--- src/rtl/hazard_pkg.sv ---
// Shared types for the pipeline hazard controller: FSM state encoding and default branch opcode.
package hazard_pkg;
  typedef enum logic [1:0] {
    RUN   = 2'd0,
    STALL = 2'd1,
    FLUSH = 2'd2
  } hz_state_e;

  localparam logic [3:0] BRANCH_OP_DEF = 4'b1011;
endpackage

--- src/rtl/hazard_sat_counter.sv ---
// Event counter that sticks at all-ones instead of wrapping.
module hazard_sat_counter #(
  parameter int CNT_W = 16
) (
  input  logic             clock,
  input  logic             reset_n,
  input  logic             inc,
  output logic [CNT_W-1:0] count
);
  logic [CNT_W-1:0] count_q;

  always_ff @(posedge clock or negedge reset_n) begin
    if (!reset_n)                     count_q <= '0;
    else if (inc && (count_q != '1))  count_q <= count_q + 1'b1;
  end

  assign count = count_q;
endmodule

--- src/rtl/hazard_control_unit.sv ---
// Load-use stall / taken-branch flush controller with Moore outputs and saturating event counters.
// Define HAZARD_NO_FORWARD_EN for a full RAW interlock (no forwarding network in the pipeline).
module hazard_control_unit
  import hazard_pkg::*;
#(
  parameter int              REG_ADDR_W   = 4,
  parameter int              OP_W         = 4,
  parameter logic [OP_W-1:0] BRANCH_OP    = OP_W'(BRANCH_OP_DEF),
  parameter int              STALL_CYCLES = 1,
  parameter int              FLUSH_CYCLES = 2,
  parameter int              CNT_W        = 16
) (
  input  logic                  clock,
  input  logic                  reset_n,
  input  logic [REG_ADDR_W-1:0] id_rs1,
  input  logic [REG_ADDR_W-1:0] id_rs2,
  input  logic                  id_use_rs1,
  input  logic                  id_use_rs2,
  input  logic [REG_ADDR_W-1:0] ex_rd,
  input  logic                  ex_memread,
  input  logic                  ex_regwrite,
  input  logic [REG_ADDR_W-1:0] mem_rd,
  input  logic                  mem_regwrite,
  input  logic [OP_W-1:0]       ex_op,
  input  logic                  ex_zero,
  output logic                  pc_write_en,
  output logic                  ifid_write_en,
  output logic                  idex_bubble,
  output logic                  flush,
  output logic [CNT_W-1:0]      stall_count,
  output logic [CNT_W-1:0]      flush_count
);
  localparam logic [2:0] STALL_INIT = 3'(STALL_CYCLES - 1);
  localparam logic [2:0] FLUSH_INIT = 3'(FLUSH_CYCLES - 1);

  hz_state_e  state_q, state_d;
  logic [2:0] cnt_q, cnt_d;

  // r0 is hardwired zero, so it can never carry a pending result
  logic rs1_ex, rs2_ex, lu, bt, hazard;
  assign rs1_ex = id_use_rs1 && (id_rs1 != '0) && (id_rs1 == ex_rd);
  assign rs2_ex = id_use_rs2 && (id_rs2 != '0) && (id_rs2 == ex_rd);
  assign lu     = ex_memread && ex_regwrite && (rs1_ex || rs2_ex);
  assign bt     = (ex_op == BRANCH_OP) && !ex_zero;

`ifdef HAZARD_NO_FORWARD_EN
  logic rs1_mem, rs2_mem;
  assign rs1_mem = id_use_rs1 && (id_rs1 != '0) && (id_rs1 == mem_rd);
  assign rs2_mem = id_use_rs2 && (id_rs2 != '0) && (id_rs2 == mem_rd);
  assign hazard  = lu || (ex_regwrite && (rs1_ex || rs2_ex))
                      || (mem_regwrite && (rs1_mem || rs2_mem));
`else
  logic unused_mem;
  assign unused_mem = ^{mem_rd, mem_regwrite};
  assign hazard     = lu;
`endif

  always_ff @(posedge clock or negedge reset_n) begin
    if (!reset_n) begin
      state_q <= RUN;
      cnt_q   <= '0;
    end else begin
      state_q <= state_d;
      cnt_q   <= cnt_d;
    end
  end

  always_comb begin
    state_d = state_q;
    cnt_d   = cnt_q;
    unique case (state_q)
      RUN: begin
        if (bt) begin
          state_d = FLUSH;
          cnt_d   = FLUSH_INIT;
        end else if (hazard) begin
          state_d = STALL;
          cnt_d   = STALL_INIT;
        end
      end
      STALL: begin
        if (bt) begin
          state_d = FLUSH;
          cnt_d   = FLUSH_INIT;
        end else if (cnt_q != '0) begin
          cnt_d   = cnt_q - 3'd1;
        end else begin
          state_d = RUN;
        end
      end
      FLUSH: begin
        if (cnt_q != '0) cnt_d   = cnt_q - 3'd1;
        else             state_d = RUN;
      end
      default: begin
        state_d = RUN;
        cnt_d   = '0;
      end
    endcase
  end

  always_comb begin
    pc_write_en   = 1'b1;
    ifid_write_en = 1'b1;
    idex_bubble   = 1'b0;
    flush         = 1'b0;
    case (state_q)
      STALL: begin
        pc_write_en   = 1'b0;
        ifid_write_en = 1'b0;
        idex_bubble   = 1'b1;
      end
      FLUSH: begin
        idex_bubble   = 1'b1;
        flush         = 1'b1;
      end
      default: ;
    endcase
  end

  hazard_sat_counter #(.CNT_W(CNT_W)) u_stall_cnt (
    .clock  (clock),
    .reset_n(reset_n),
    .inc    (state_q == STALL),
    .count  (stall_count)
  );

  hazard_sat_counter #(.CNT_W(CNT_W)) u_flush_cnt (
    .clock  (clock),
    .reset_n(reset_n),
    .inc    (state_q == FLUSH),
    .count  (flush_count)
  );
endmodule

--- config.mk ---
export PLATFORM = sky130hd
export DESIGN_NAME = hazard_control_unit
export DESIGN_NICKNAME = d
export VERILOG_FILES = /design/src/rtl/hazard_pkg.sv /design/src/rtl/hazard_sat_counter.sv /design/src/rtl/hazard_control_unit.sv
export SDC_FILE = /design/constraint.sdc
export NUM_CORES = 1
export LEC_CHECK = 0
export ABC_AREA = 1
export CAP_MARGIN = 20
export CORE_MARGIN = 3
export CORE_UTILIZATION = 25
export CTS_BUF_LIST = sky130_fd_sc_hd__clkbuf_8
export DETAILED_ROUTE_END_ITERATION = 7
export PLACE_DENSITY = 0.46
export REMOVE_ABC_BUFFERS = 1
export SYNTH_ARGS = -nofsm -noshare
export SYNTH_HDL_FRONTEND = slang
export SYNTH_SLANG_ARGS = --single-unit
--- constraint.sdc ---
create_clock -name clock -period 1.4 [get_ports clock]
set_input_delay 0.42 -clock clock [delete_from_list [all_inputs] [get_ports clock]]
set_output_delay 0.42 -clock clock [all_outputs]
set_load 0.01 [all_outputs]
==> metrics.txt <==
outcome complete, but fails checks; failing checks setup timing; Reg-to-Reg End u_stall_cnt.count[14]; H-tree Lvls 2; Max clock buf depth 2; GRT busiest layer met2; worst path buffer plus inverter count 2; clk sinks 37; Setup WS pre-CTS -426 ps; CP top delay family flip-flops; YS warnings 0; Crit. path cell count 3; main flop type after synthesis dfrtp_1; CP endpoint kind output port; P&R area growth vs syn 88.9%; hold_ws 83.0 ps; dpl hpwl 4870 µm; CP Launch Type flip-flop; final setup violation count 34; CTS tree yes; Fillers 923; first-pass GRT wire length 11700 µm; ranking of synthesized cells by area dfrtp_1, nand2_1, inv_1, nand3_1, xor2_1; CTS root buf clkbuf_8; Worst-Margin Slew 292 ps; synth cell count leaders nand2_1, inv_1, dfrtp_1, nand3_1, nor2_1; die height 104 µm; flops & latches, synth 37; routed wire length 7440 µm; Pleak 2.35 nW; Vias 2648; Async SR Flop Fraction 100%; GRT Residual Overflow 0; DRT iter0 DRCs 83; Min-Delay Path Class in -> async; ANT nets after route 0; largest net degree at the start of global routing 38; WS Path Type reg -> out; CP max stage delay 420 ps; cts hold-fix bufs 0; Synth Area per Inst 7.21 µm²; worst setup path endpoint idex_bubble; worst r2r src state_q[1]; diode count 0; Core Util, Final 49.0%; post-synth top area cell dfrtp_1; count leader, synth nand2_1; Worst-path clk slew 90 ps; initial antenna violation count 0; PwrDens 1220 mW/mm²; GP Congestion 0.862; post-route minimum period 1570 ps; cell chain of the critical path inv_2 -> ha_4 -> buf_6; sequential area share after synthesis 38.5%; Worst slew margin 80.4%; clk_lat worst skew 300 ps; Vias/cell 4.25; post-synthesis cell type count 23; Synth Instances 334; met1 Use GR 17.1%; I/O Buffers 58; met2 Use GR 22.2%; number of remaining DRC errors 0; num ports 64; Post-synth EDFFs 0; effective utilization at floorplan 25.9%; post-route setup slack -170 ps; RSZ-0062 raised after global routing true; Final Cycle Share 112%; GRT Total Usage 13.1%; Rows 35; Die W 104 µm; crit path launch state_q[1]; core area 0.00928 mm²; MaxCap Viol Count 0; Hold Fails Final Rpt 0; Syn Std Cell Area 0.00241 mm²; Reg2Reg Depth 9; Worst VDD drop 605 µV; Crit-path slowest cell dfrtp_1; Critical Path RT 980 ps; max-slew violations 0; Synth top area share 38.5%; DIE AREA 0.0108 mm²; wire per inst 11.9 µm; final setup skew 11.8 ps; vias in the first global route 2506; Finished Layout Cells 623; DR pass1 iterations 4; nets@finish 529; Num CTS Buffers 5; layout cell share with drive strength beyond 1 44.1%; CP arrival 1150 ps; critical-path maximum fanout 3; worst setup slack for register-to-register paths -110 ps; Max Freq 0.637 GHz; Sum Neg Setup Slack -2330 ps; DP Cell Count 580; met3 usage 2.73%
-- layout by cell type, fill, tap and decap left out, types with 6 or more instances in the layout --
cell type        instances
inv_1                   35
inv_2                    7
nand2_4                  9
nor3_4                   6
clkbuf_8                 6
nand2_1                 97
nor2_1                  18
buf_6                   26
buf_4                   76
nor2_4                   6
clkbuf_2                 8
clkdlybuf4s15_1         15
xnor2_1                  8
dlygate4sd2_1            9
nand2_2                 16
dfrtp_1                 37
xor2_1                  11
o21ai_1                  6
nand3_2                 16
clkdlybuf4s50_1         11
nor2_2                   6
nand3_1                 12
-- kinds of logic (layout without fill, tap and decap cells) --
logic type,count (synthesis),after routing,share of synthesized area (%)
AO/OA/AOI/OAI,15,15,3.74
XOR/XNOR,23,23,8.37
adder cells (fa/ha/maj),8,8,4.16
buffers and inverters,47,204,8.11
flip-flops,37,37,38.5
AND/OR/NAND/NOR,204,207,37.2
-- how the worst min path moves through the flow --
| stage | startpoint | to | slack, ps | cells after the start |
|---|---|---|---|---|
| after floorplan | reset_n | cnt_q[0] | 120 | 0 |
| after global placement | reset_n | u_flush_cnt.count[9] | 410 | 2 |
| after detailed placement | reset_n | u_flush_cnt.count[9] | 410 | 2 |
| after CTS | reset_n | u_stall_cnt.count[14] | 90 | 2 |
| after global routing | reset_n | u_flush_cnt.count[11] | 100 | 2 |
| final | reset_n | u_stall_cnt.count[14] | 80 | 2 |
-- flip-flops by register name, summed over array words and instances, names as in the netlist --
signal / flops
state_q: 2
cnt_q: 3
u_stall_cnt.count: 16
u_flush_cnt.count: 16
-- per-stage QoR --
stage	area, µm²	power [mW]
floorplan	2380	2.38
global route	4550	5.94
detailed placement	3590	3.36
finish	4550	5.55
CTS	4170	5.20
global placement	3590	3.35
-- worst register-to-register path, cell delays in order (launching register included) --
cell	delay (ps)
dfrtp_1	420
inv_2	120
ha_4	160
buf_4	160
o21ai_4	90
buf_12	150
nor2_4	150
nand2_1	60
nand2_1	60
nand2_1	50
-- layer usage --
layer  vias up  wire, µm  part of all wire [%]
met5         -         0                     0
met2        62      3670                    49
met3         7       314                   4.2
met4         0        84                   1.1
li1       1361         -                     -
met1      1218      3370                    45
-- power by group --
part | internal, mW | switching (mW)
Clock | 0.575 | 0.416
Combinational | 1.55 | 1.63
Sequential | 1.23 | 0.142
Total | 3.36 | 2.19
-- area by class of cell --
type / count / area, µm² / share of cell area [%]
multi-input cells: 253 / 1830 / 40.2
repair buffers: 151 / 1320 / 29.0
flip-flops and latches: 37 / 926 / 20.4
inverters: 44 / 185 / 4.07
well taps: 129 / 161 / 3.55
clock buffers: 6 / 82.6 / 1.82
clock inverters: 2 / 33.8 / 0.743
repair inverters: 1 / 11.3 / 0.248
-- timing repair --
action	in CTS	in global routing
setup endpoints to repair	71	59
resized for setup	178	97
buffers inserted	20	14
cloned	3	1
pin swaps	36	32
Note: power is estimated with default switching activity, not from simulation.
==> RTL change (same settings) <==
The parameter `REG_ADDR_W` goes from 4 to 3.
--- a/src/rtl/hazard_control_unit.sv
+++ b/src/rtl/hazard_control_unit.sv
@@ -3,7 +3,7 @@
 module hazard_control_unit
   import hazard_pkg::*;
 #(
-  parameter int              REG_ADDR_W   = 4,
+  parameter int              REG_ADDR_W   = 3,
   parameter int              OP_W         = 4,
   parameter logic [OP_W-1:0] BRANCH_OP    = OP_W'(BRANCH_OP_DEF),
   parameter int              STALL_CYCLES = 1,
Interface: changed (resized ex_rd, id_rs1, id_rs2 and mem_rd); port bits go from 64 to 60. The function was not compared with the original's and may differ.
==> RTL change against the original RTL <==
  * The flow still finishes with violations (negative setup slack)
  * Sequential cell count stayed put
  * Die area is 4.1% higher
  * Global-route usage is 0.14 points higher
  * Critical path type unchanged
  * Routed wire length is 2.7% higher
  * Design area is 4.0% higher
  * Power is 1.7% lower
  * Final cell count is 1.9% higher
  * Via count is 3.2% higher
  * Highest routed layer unchanged
  * Setup slack better by 9.4 ps
  * First-iteration DRC count is 53% lower
  * Synthesized area is 4.3% higher
  * Maximum frequency is 0.61% higher
  * Synthesized cell count is 2.7% higher
==> RTL change: results <==
{
  "htreeDepth": 2,
  "synth_common_cells": "nand2_1 (117), dfrtp_1 (37), inv_1 (37), nand3_1 (33), nor2_1 (27)",
  "outcome": "finished with violations",
  "wl_met1_mm": 3.31,
  "worst_pin_slew_ps": 316,
  "clk_path_buf_depth": 2,
  "wl_met3_um": 248,
  "power_frac_comb_pct": 61.0,
  "grt.total_usage_pct": 13.3,
  "dr_wl_met2_mm": 4.01,
  "wire_per_inst_um": 12.0,
  "io_buffers": 55,
  "timing.rr.start": "u_stall_cnt.count[9]$_DFFE_PN0P_",
  "cts_resized": 165,
  "gp_congestion": 0.784,
  "power_w": 0.00545,
  "reg2reg_to": "u_stall_cnt.count[0]$_DFFE_PN0P_",
  "synth_compound_area_share_pct": 6.73,
  "setup_ws_ps": -160,
  "grt_pass1_vias": 2595,
  "yosysSeqAreaShare_pct": 36.9,
  "worstRegToRegCells": 8,
  "ys_types": 31,
  "setup_viol": 37,
  "irDropWorstVdd_uv": 452,
  "drive_gt1_share_pct": 49.0,
  "first_iter_violations": 39,
  "finalWirelength_mm": 7.64,
  "grt_pass1_wl_mm": 12.1,
  "p_clk_share_pct": 13.9,
  "clkTransAtPathRegs_ps": 80,
  "fin_nets": 538,
  "dpl.hpwl_mm": 5.00,
  "violations": "negative setup slack",
  "avgSynthCellArea_um2": 7.32,
  "vias_per_cell": 4.30,
  "p_sw_share_pct": 39.3,
  "met3_usage_pct": 2.55,
  "syn_area_um2": 2510,
  "grt_util_met1_pct": 16.6,
  "synthXorXnorAreaFrac_pct": 6.28,
  "synthTopCellsByArea": "dfrtp_1 (37%), nand2_1 (17%), nand3_1 (6.6%)",
  "p_leak_nw": 2.39,
  "postCtsSetupBuffers": 28,
  "place_inst": 575
}
RTL change: cell types whose count changed in the layout (fill, tap and decap cells not counted), moves of 6 or more:
cell            delta
o21ai_2            +9
dlygate4sd2_1      -8
nand3_2            -7
dlymetal6s2s_1     +6
nor3_2             +7
nand2_2           +13
nand3_1           +12
nand2_1           -16
RTL change: critical path, cell delays in order (launching register included):
cell,delay (ps)
dfrtp_2,440
inv_2,90
buf_6,100
ha_4,140
buf_6,100
RTL change: layout make-up:
class,instances,area (um2)
Multi-Input combinational cell,262,1900
Timing Repair inverter,3,33.8
Tap cell,129,161
Clock buffer,6,82.6
Sequential cell,37,928
Clock inverter,1,3.75
Inverter,40,168
Timing Repair Buffer,157,1450
Fill cell,894,4770
RTL change: metrics by stage:
step           util, %  TNS (ps)  cell area, um2  setup WS (ps)  hold WS [ps]
5_1_grt           49.8     -5680            4730           -215           105
6_report          49.8     -2240            4730           -160          92.9
3_5_place_dp      37.7     -4190            3580           -402           408
2_1_floorplan        -     -4470            2450           -235           124
3_3_place_gp      37.7     -3990            3580           -374           410
4_1_cts           44.1     -2350            4200           -214          94.6
RTL change: worst max-delay path by stage:
stage                                                start                          endpoint  slack (ps)  cells past startpoint
after global placement                            ex_rd[2]              cnt_q[2]$_DFFE_PN0P_        -370                     10
after floorplan           u_stall_cnt.count[0]$_DFFE_PN0P_  u_stall_cnt.count[0]$_DFFE_PN0P_        -230                      7
after global routing                state_q[0]$_DFFE_PN0P_                             flush        -210                      4
after CTS                           state_q[1]$_DFFE_PN0P_                     ifid_write_en        -210                      4
final                               state_q[0]$_DFFE_PN0P_                             flush        -160                      4
after detailed placement                          ex_rd[2]              cnt_q[2]$_DFFE_PN0P_        -400                     10
